$ cat src/rtl/lfsr_gen_pkg.sv
// ---------------------------------------------------------------------------
// lfsr_gen_pkg : mode encodings and default maximal-length tap masks.
// Rev 1.0
// ---------------------------------------------------------------------------
`default_nettype none

package lfsr_gen_pkg;

   localparam int MODE_FIB = 0;
   localparam int MODE_GAL = 1;

   localparam logic [7:0]  TAPS_W8  = 8'hB8;
   localparam logic [15:0] TAPS_W16 = 16'hB400;
   localparam logic [31:0] TAPS_W32 = 32'h8020_0003;

   // Widths without a table entry get a non-zero generic mask; override TAPS for those.
   function automatic logic [31:0] default_taps(input int w);
      case (w)
         8:       return {24'h0, TAPS_W8};
         16:      return {16'h0, TAPS_W16};
         32:      return TAPS_W32;
         default: return 32'h0000_0001 | (32'h1 << (w - 1));
      endcase
   endfunction

endpackage

`default_nettype wire

$ cat src/rtl/lfsr_next.sv
// ---------------------------------------------------------------------------
// lfsr_next : combinational one-step LFSR next-state (Fibonacci or Galois).
// Rev 1.0
// ---------------------------------------------------------------------------
`default_nettype none

module lfsr_next
   import lfsr_gen_pkg::*;
#(
   parameter int               WIDTH = 8,
   parameter logic [WIDTH-1:0] TAPS  = WIDTH'(default_taps(WIDTH)),
   parameter int               MODE  = MODE_FIB
) (
   input  logic [WIDTH-1:0] cur_i,
   output logic [WIDTH-1:0] nxt_o
);

   generate
      if (MODE == MODE_GAL) begin : g_galois
         logic [WIDTH-1:0] w_mask;
         assign w_mask = cur_i[WIDTH-1] ? {TAPS[WIDTH-2:0], 1'b1} : '0;
         assign nxt_o  = {cur_i[WIDTH-2:0], 1'b0} ^ w_mask;
      end else begin : g_fib
         logic w_fb;
         assign w_fb  = ^(cur_i & TAPS);
         assign nxt_o = {cur_i[WIDTH-2:0], w_fb};
      end
   endgenerate

endmodule

`default_nettype wire

$ cat src/rtl/lfsr_gen.sv
// ---------------------------------------------------------------------------
// lfsr_gen : LFSR with seed load, zero-seed correction and period measurement.
// Rev 1.0
// ---------------------------------------------------------------------------
`default_nettype none

module lfsr_gen
   import lfsr_gen_pkg::*;
#(
   parameter int               WIDTH = 8,
   parameter logic [WIDTH-1:0] TAPS  = WIDTH'(default_taps(WIDTH)),
   parameter int               MODE  = MODE_FIB,
   parameter int               CNT_W = 16
) (
   input  logic             clk,
   input  logic             rst,
   input  logic             en,
   input  logic             load,
   input  logic [WIDTH-1:0] seed,
   output logic [WIDTH-1:0] state,
   output logic             bit_out,
   output logic [CNT_W-1:0] step_cnt,
   output logic [CNT_W-1:0] period,
   output logic             period_done,
   output logic             lockup
);

   localparam logic [WIDTH-1:0] c_one   = WIDTH'(1);
   localparam logic [CNT_W-1:0] c_cnt_1 = CNT_W'(1);

   logic [WIDTH-1:0] state_q, state_d;
   logic [WIDTH-1:0] start_q, start_d;
   logic [CNT_W-1:0] cnt_q, cnt_d;
   logic [CNT_W-1:0] period_q, period_d;
   logic             done_q, done_d;
   logic             lock_q, lock_d;
   logic [WIDTH-1:0] w_nxt;

   lfsr_next #(
      .WIDTH (WIDTH),
      .TAPS  (TAPS),
      .MODE  (MODE)
   ) u_next (
      .cur_i (state_q),
      .nxt_o (w_nxt)
   );

   always_comb begin
      state_d  = state_q;
      start_d  = start_q;
      cnt_d    = cnt_q;
      period_d = period_q;
      done_d   = 1'b0;
      lock_d   = 1'b0;
      if (load) begin
         // An all-zero state would lock the register, so it is replaced by 1.
         if (seed == '0) begin
            state_d = c_one;
            start_d = c_one;
            lock_d  = 1'b1;
         end else begin
            state_d = seed;
            start_d = seed;
         end
         cnt_d = '0;
      end else if (en) begin
         state_d = w_nxt;
         if (w_nxt == start_q) begin
            period_d = cnt_q + c_cnt_1;
            cnt_d    = '0;
            done_d   = 1'b1;
         end else if (cnt_q != '1) begin
            cnt_d = cnt_q + c_cnt_1;
         end
      end
   end

   always_ff @(posedge clk or posedge rst) begin
      if (rst) begin
         state_q  <= c_one;
         start_q  <= c_one;
         cnt_q    <= '0;
         period_q <= '0;
         done_q   <= 1'b0;
         lock_q   <= 1'b0;
      end else begin
         state_q  <= state_d;
         start_q  <= start_d;
         cnt_q    <= cnt_d;
         period_q <= period_d;
         done_q   <= done_d;
         lock_q   <= lock_d;
      end
   end

   assign state       = state_q;
   assign bit_out     = state_q[WIDTH-1];
   assign step_cnt    = cnt_q;
   assign period      = period_q;
   assign period_done = done_q;
   assign lockup      = lock_q;

endmodule

`default_nettype wire
$ cat config.mk
export PLATFORM = sky130hd
export DESIGN_NAME = lfsr_gen
export DESIGN_NICKNAME = d
export VERILOG_FILES = /design/src/rtl/lfsr_gen_pkg.sv /design/src/rtl/lfsr_next.sv /design/src/rtl/lfsr_gen.sv
export SDC_FILE = /design/constraint.sdc
export NUM_CORES = 1
export LEC_CHECK = 0
export CELL_PAD_IN_SITES_DETAIL_PLACEMENT = 0
export CELL_PAD_IN_SITES_GLOBAL_PLACEMENT = 1
export CORE_ASPECT_RATIO = 1.5
export CORE_MARGIN = 1.5
export CORE_UTILIZATION = 40
export CTS_BUF_LIST = sky130_fd_sc_hd__clkbuf_16
export DETAILED_ROUTE_END_ITERATION = 10
export PLACE_DENSITY = 0.83
export REMOVE_ABC_BUFFERS = 1
export SLEW_MARGIN = 20
export SYNTH_ARGS = -nofsm -noshare
export SYNTH_HDL_FRONTEND = slang
export SYNTH_SLANG_ARGS = --single-unit
$ cat constraint.sdc
create_clock -name clk -period 2.6 [get_ports clk]
set_input_delay 0.26 -clock clk [delete_from_list [all_inputs] [get_ports clk]]
set_output_delay 0.26 -clock clk [all_outputs]
set_load 0.02 [all_outputs]
==> flow_summary.yaml, run 1 <==
route:
  drt_first_pass_iters: 4
  drc_violations_left: 0
  via_per_inst: 5.44
  drt-total-wl_um: 5880
  route.detailed.wl_per_inst_um: 15.9
  postRouteAntennaNets: 0
  drt_first_iter_violations: 120
  dr_total_vias: 2009
grt:
  largest_net_degree_at_the_start_of_global_routing: 47
  grt_first_pass_wirelength_um: 9830
  gr-total-overflow: 0
  grt_usage_pct: 17.5
  grt_antenna_before_repair: 0
  first_global_vias: 2043
die:
  die_area_um2: 7070
  floorplan.rows: 36
  io_pins: 55
  start_util_pct: 40.8
  design.core.area_um2: 6440
  die_x_um: 69.1
  die_h_um: 102
sta:
  timing_worst_slew_pin_value_ns: 0.477
  finalMaxSlewViolations: 0
  rsz0062_at_grt: "no"
  period_minus_slack_ns: 2.19
  fin_skew_ns: 0.00504
  fin_tns_setup_ns: 0
  setup_viol_count_final: 0
  worst_slew_margin_rel_pct: 68.2
  fin_crit_sh_pct: 84.4
  hold_viol_final: 0
  fmax_mhz: 456
yosys:
  yosysUniqueCellTypes: 46
  synth_enable_flop_cells: 0
  yosys.area.top_type: "sky130_fd_sc_hd__dfrtp_1"
  netlist_instances: 238
  share_of_synthesized_area_occupied_by_flip_flops_and_latches_pct: 47.8
  avgSynthCellArea_um2: 11.0
  synth-async-reset-ratio_pct: 100
  post-synth-top-area-fraction_pct: 45.8
  netlist_area_um2: 2630
  most_area_consuming_cells_after_synthesis: "sky130_fd_sc_hd__dfrtp_1 46%, sky130_fd_sc_hd__mux2_4 5.1%, sky130_fd_sc_hd__xnor2_1 4.7%"
  yosys_most_used_dff: "sky130_fd_sc_hd__dfrtp_1"
  synthesis_warnings: 0
  register_bit_total_from_synthesis: 50
pwr:
  pwr-share-seq_pct: 48.5
  power_switching_share_pct: 26.7
  post-layout-total-power_mw: 1.75
  leakagePower_nw: 1.42
  int_power_mw: 1.28
  net_switching_mw: 0.468
  comb_power_share_pct: 15.8
  pwr-share-clk_pct: 35.7
  peakVddDrop_uv: 437
  power_density_nw_per_um2: 518
clocking:
  htreeDepth: 2
  numCtsBuffers: 5
  cts_tree: "built"
  clock_transition_at_the_registers_of_the_reported_paths_ns: 0.06
  cts.root.buffer_cell: "sky130_fd_sc_hd__clkbuf_16"
  cts_max_path_buffers: 2
  clk_latency_ns: 0.29
  post-cts-setup-buffers: 0
  holdBufCountCts: 0
  clock_sink_count: 50
  postCtsResizedCells: 0
hold_path:
  worst_hold_path_type: "in2async"
critical_path:
  data_arrival_time_of_the_worst_path_ns: 2.36
  critical_path_depth_in_cells: 6
  crit_slowest_cell: "sky130_fd_sc_hd__dfrtp_1"
  critPathMaxStageDelay_ns: 0.46
  timing.critical_path.buf_inv: 0
  end_kind: "register"
  start_kind: "register"
  worst-endpoint-required_ns: 2.77
  worst-path-max-fanout: 7
  critical_path.top_delay_family: "compound AO/OA/AOI/OAI gates"
  cp-startpoint: "step_cnt[0]"
  cp-endpoint: "step_cnt[6]"
  r2r.worst_path.cells: 6
  critical_path.reg2reg.startpoint: "step_cnt[0]"
  reg2reg_to: "step_cnt[6]"
  setup.worst_path.class: "reg2reg"
  setup_slack_of_the_worst_register_to_register_path_ns: 0.41
  cell_by_cell_trace_of_the_critical_path: "ha_1 -> nand3_1 -> or2_1 -> o21ai_1 -> nand2_1 -> o311ai_0"
layout:
  layout-drive-gt1-share_pct: 12.6
  finish.utilization_pct: 52.5
  antenna_cells: 0
  final_nets: 305
  areaGrowthSynthToFinish_pct: 28.9
  mostFrequentLayoutCell: "sky130_fd_sc_hd__clkdlybuf4s50_1"
  finish.instance_area_um2: 3380
  final_cell_mix: "54 x sky130_fd_sc_hd__clkdlybuf4s50_1, 48 x sky130_fd_sc_hd__dfrtp_1, 16 x sky130_fd_sc_hd__o21ai_0, 16 x sky130_fd_sc_hd__inv_1"
run:
  number_of_max_cap_violations: 0
placement:
  io_buffer_count: 54
  hpwl_um: 4270
  place_area_um2: 3250
  place.gp.congestion: 0.780
outcome:
  outcome: "complete, no violations"
==> synth_stat cells (all sizes together), types with 7 or more instances <==
master   n
o41ai   10
mux2    15
xnor2   15
xor2     9
mux2i    7
o211ai   9
nand3   11
nor2    12
inv     16
nand2   15
clkbuf   7
o21ai   17
dfrtp   48
==> final cells by class <==
cell class | instances | area, um2
clock buffers | 5 | 125
clock inverters | 3 | 12.5
fillers | 604 | 3060
inverters | 16 | 60.1
multi-input cells | 159 | 1240
flip-flops and latches | 50 | 1250
well taps | 76 | 95.1
repair buffers | 60 | 598
==> cell families after synthesis <==
kind of cell	count (synthesis)	synth area share, %
multiplexers	22	10.4
AND/OR/NAND/NOR	59	13.6
AO/OA/AOI/OAI	52	13.6
adder cells (fa/ha/maj)	1	0.477
buffers and inverters	29	5.01
flip-flops	50	47.8
XOR/XNOR	25	9.20
==> sequential cells by signal, summed over array words and instances, names as in the netlist <==
signal and count:
period 16, lockup 1, step_cnt 16, period_done 1, start_q 8, state 8
==> how the worst min path moves through the flow <==
stage / from / end / slack (ns) / depth (start not counted)
4_1_cts: rst / period[1] / 0.17 / 2
3_5_place_dp: rst / period[0] / 0.47 / 2
2_1_floorplan: load / step_cnt[11] / 0.32 / 1
3_3_place_gp: rst / period[0] / 0.47 / 2
6_report: rst / period[1] / 0.16 / 2
5_1_grt: rst / period[1] / 0.17 / 2
==> metal layers <==
metal,wire [um],part of all wire (%),vias up,global-route usage (%)
met3,233,4.0,6,3.65
met5,0,0,-,0
met1,2440,41,987,20.1
met2,3140,53,48,32.9
met4,70,1.2,0,4.83
li1,-,-,968,-
==> per-stage QoR <==
stage	cells	worst slack, ns	hold slack (ns)
after floorplan	225	0.320	0.323
after CTS	369	0.406	0.168
final	369	0.406	0.162
after global routing	369	0.203	0.168
after global placement	361	0.445	0.472
after detailed placement	361	0.408	0.475
==> power groups by stage <==
stage	sequential, mW	clock (mW)	combinational (mW)
finish	0.850	0.625	0.276
global route	0.853	0.675	0.302
CTS	0.850	0.641	0.283
detailed placement	0.864	0	0.280
global placement	0.863	0	0.278
floorplan	0.884	0	0.135
Note: power is estimated with default switching activity, not from simulation.
==> run 2: changes to the inputs <==
==> constraint.sdc (replaced) <==
create_clock -name clk -period 2.1 [get_ports clk]
set_input_delay 0.21 -clock clk [delete_from_list [all_inputs] [get_ports clk]]
set_output_delay 0.21 -clock clk [all_outputs]
set_load 0.02 [all_outputs]
==> run 2 against run 1 <==
Net effect: sequential power grew 24%; die area stayed put; worst setup slack got worse by 0.31 ns; combinational power up 34%; via count increased by 2.6%; clock power up 43%; first-iteration DRC count is 40% higher; critical endpoint is now period[12].
==> flow_summary.yaml, run 2 (same netlist as run 1, synthesis figures left out) <==
outcome:
  outcome: "complete, no violations"
layout:
  areaGrowthSynthToFinish_pct: 35.2
  final_cell_mix: "54 x sky130_fd_sc_hd__clkdlybuf4s50_1, 48 x sky130_fd_sc_hd__dfrtp_1, 17 x sky130_fd_sc_hd__inv_1, 17 x sky130_fd_sc_hd__buf_4, 16 x sky130_fd_sc_hd__o21ai_0"
  finish.utilization_pct: 55.1
  layout-drive-gt1-share_pct: 17.6
  layoutNonFillerInstCount: 382
  mostFrequentLayoutCell: "sky130_fd_sc_hd__clkdlybuf4s50_1"
  final_nets: 318
  antenna_cells: 0
clocking:
  clock_transition_at_the_registers_of_the_reported_paths_ns: 0.06
  htreeDepth: 2
  cts_tree: "built"
  clock_sink_count: 50
  cts_max_path_buffers: 2
  clk_latency_ns: 0.29
  holdBufCountCts: 0
  numCtsBuffers: 5
  cts.root.buffer_cell: "sky130_fd_sc_hd__clkbuf_16"
critical_path:
  end_kind: "register"
  data_arrival_time_of_the_worst_path_ns: 2.18
  worst-path-max-fanout: 7
  timing.critical_path.buf_inv: 1
  cell_by_cell_trace_of_the_critical_path: "xnor2_2 -> xnor3_2 -> nand4_4 -> nor2_8 -> buf_12 -> mux2_2"
  critical_path.top_delay_family: "XOR/XNOR gates"
  start_kind: "register"
  critPathMaxStageDelay_ns: 0.45
  crit_slowest_cell: "sky130_fd_sc_hd__dfrtp_1"
  worst-endpoint-required_ns: 2.28
  setup.worst_path.class: "reg2reg"
placement:
  place.detailed.instances: 371
  dpl_worst_slack_ns: 0.0679
  place.gp.congestion: 0.815
  hpwl_um: 4380
  io_buffer_count: 54
die:
  design.core.area_um2: 6440
  floorplan.rows: 36
  io_pins: 55
  die_area_um2: 7070
  die_x_um: 69.1
  start_util_pct: 40.8
  die_h_um: 102
sta:
  fmax_mhz: 498
  setup_viol_count_final: 0
  fin_skew_ns: 0.00479
  fin_crit_sh_pct: 95.5
  fin_tns_setup_ns: 0
  layout_setup_ws_ns: 0.0937
  timing_worst_slew_pin_value_ns: 0.508
  period_minus_slack_ns: 2.01
  worst_slew_margin_rel_pct: 66.0
  finalMaxSlewViolations: 0
  hold_viol_final: 0
route:
  route.detailed.wl_per_inst_um: 15.7
  drt_first_iter_violations: 168
  drt_first_pass_iters: 4
  dr_total_vias: 2061
  drc_violations_left: 0
  postRouteAntennaNets: 0
  via_per_inst: 5.40
  drt-total-wl_um: 6000
grt:
  grt_usage_pct: 18.4
  first_global_vias: 2041
  grt_first_pass_wirelength_um: 10200
  gr-total-overflow: 0
  largest_net_degree_at_the_start_of_global_routing: 28
  grt_antenna_before_repair: 0
pwr:
  power_density_nw_per_um2: 652
  leakagePower_nw: 1.50
  peakVddDrop_uv: 418
hold_path:
  worst_hold_path_type: "in2async"
run:
  number_of_max_cap_violations: 0
==> run 2: metal layers <==
| metal | up-vias | share of wire [%] | track usage, % |
|---|---|---|---|
| met5 | - | 0 | 0 |
| met1 | 1010 | 41 | 21.8 |
| met3 | 7 | 4.3 | 3.94 |
| met2 | 53 | 53 | 32.2 |
| met4 | 0 | 1.7 | 8.30 |
| li1 | 991 | - | - |
==> run 2: area by class of cell <==
type | count | area [um2]
fillers | 583 | 2890
multi-input cells | 159 | 1270
flip-flops and latches | 50 | 1250
repair buffers | 73 | 708
clock buffers | 5 | 125
well taps | 76 | 95.1
inverters | 16 | 60.1
clock inverters | 3 | 37.5
==> run 2: final timing paths <==
kind	from	to	slack, ns	cells after the start
min in group clk	period[10]	period[10]	0.48	1
max in group asynchronous	rst	period[15]	1.52	3
setup / recovery	state[5]	period[12]	0.09	6
hold / removal	rst	period[0]	0.08	2
hold reg to reg	period[10]	period[10]	0.48	1
setup reg to reg	state[5]	period[12]	0.09	6
==> run 2: repair_timing <==
| item | in CTS | in global routing |
|---|---|---|
| endpoints found under the hold margin | 0 | 0 |
| setup buffers | 0 | 3 |
| endpoints found under the setup margin | 0 | 16 |
| resized for setup | 0 | 7 |
==> run 2: per-stage QoR <==
step	cell area (um2)	hold slack, ns	power [mW]
detailed placement	3310	0.380	1.43
finish	3550	0.0765	2.31
global route	3550	0.0713	2.42
floorplan	2550	0.273	1.26
CTS	3470	0.0701	2.33
global placement	3310	0.385	1.42
==> run 2: power by group <==
part / switching, mW / internal, mW / leakage, nW / total, mW
Combinational: 0.206 / 0.164 / 0.751 / 0.370
Clock: 0.340 / 0.554 / 0.0864 / 0.893
Sequential: 0.0448 / 1.01 / 0.665 / 1.05
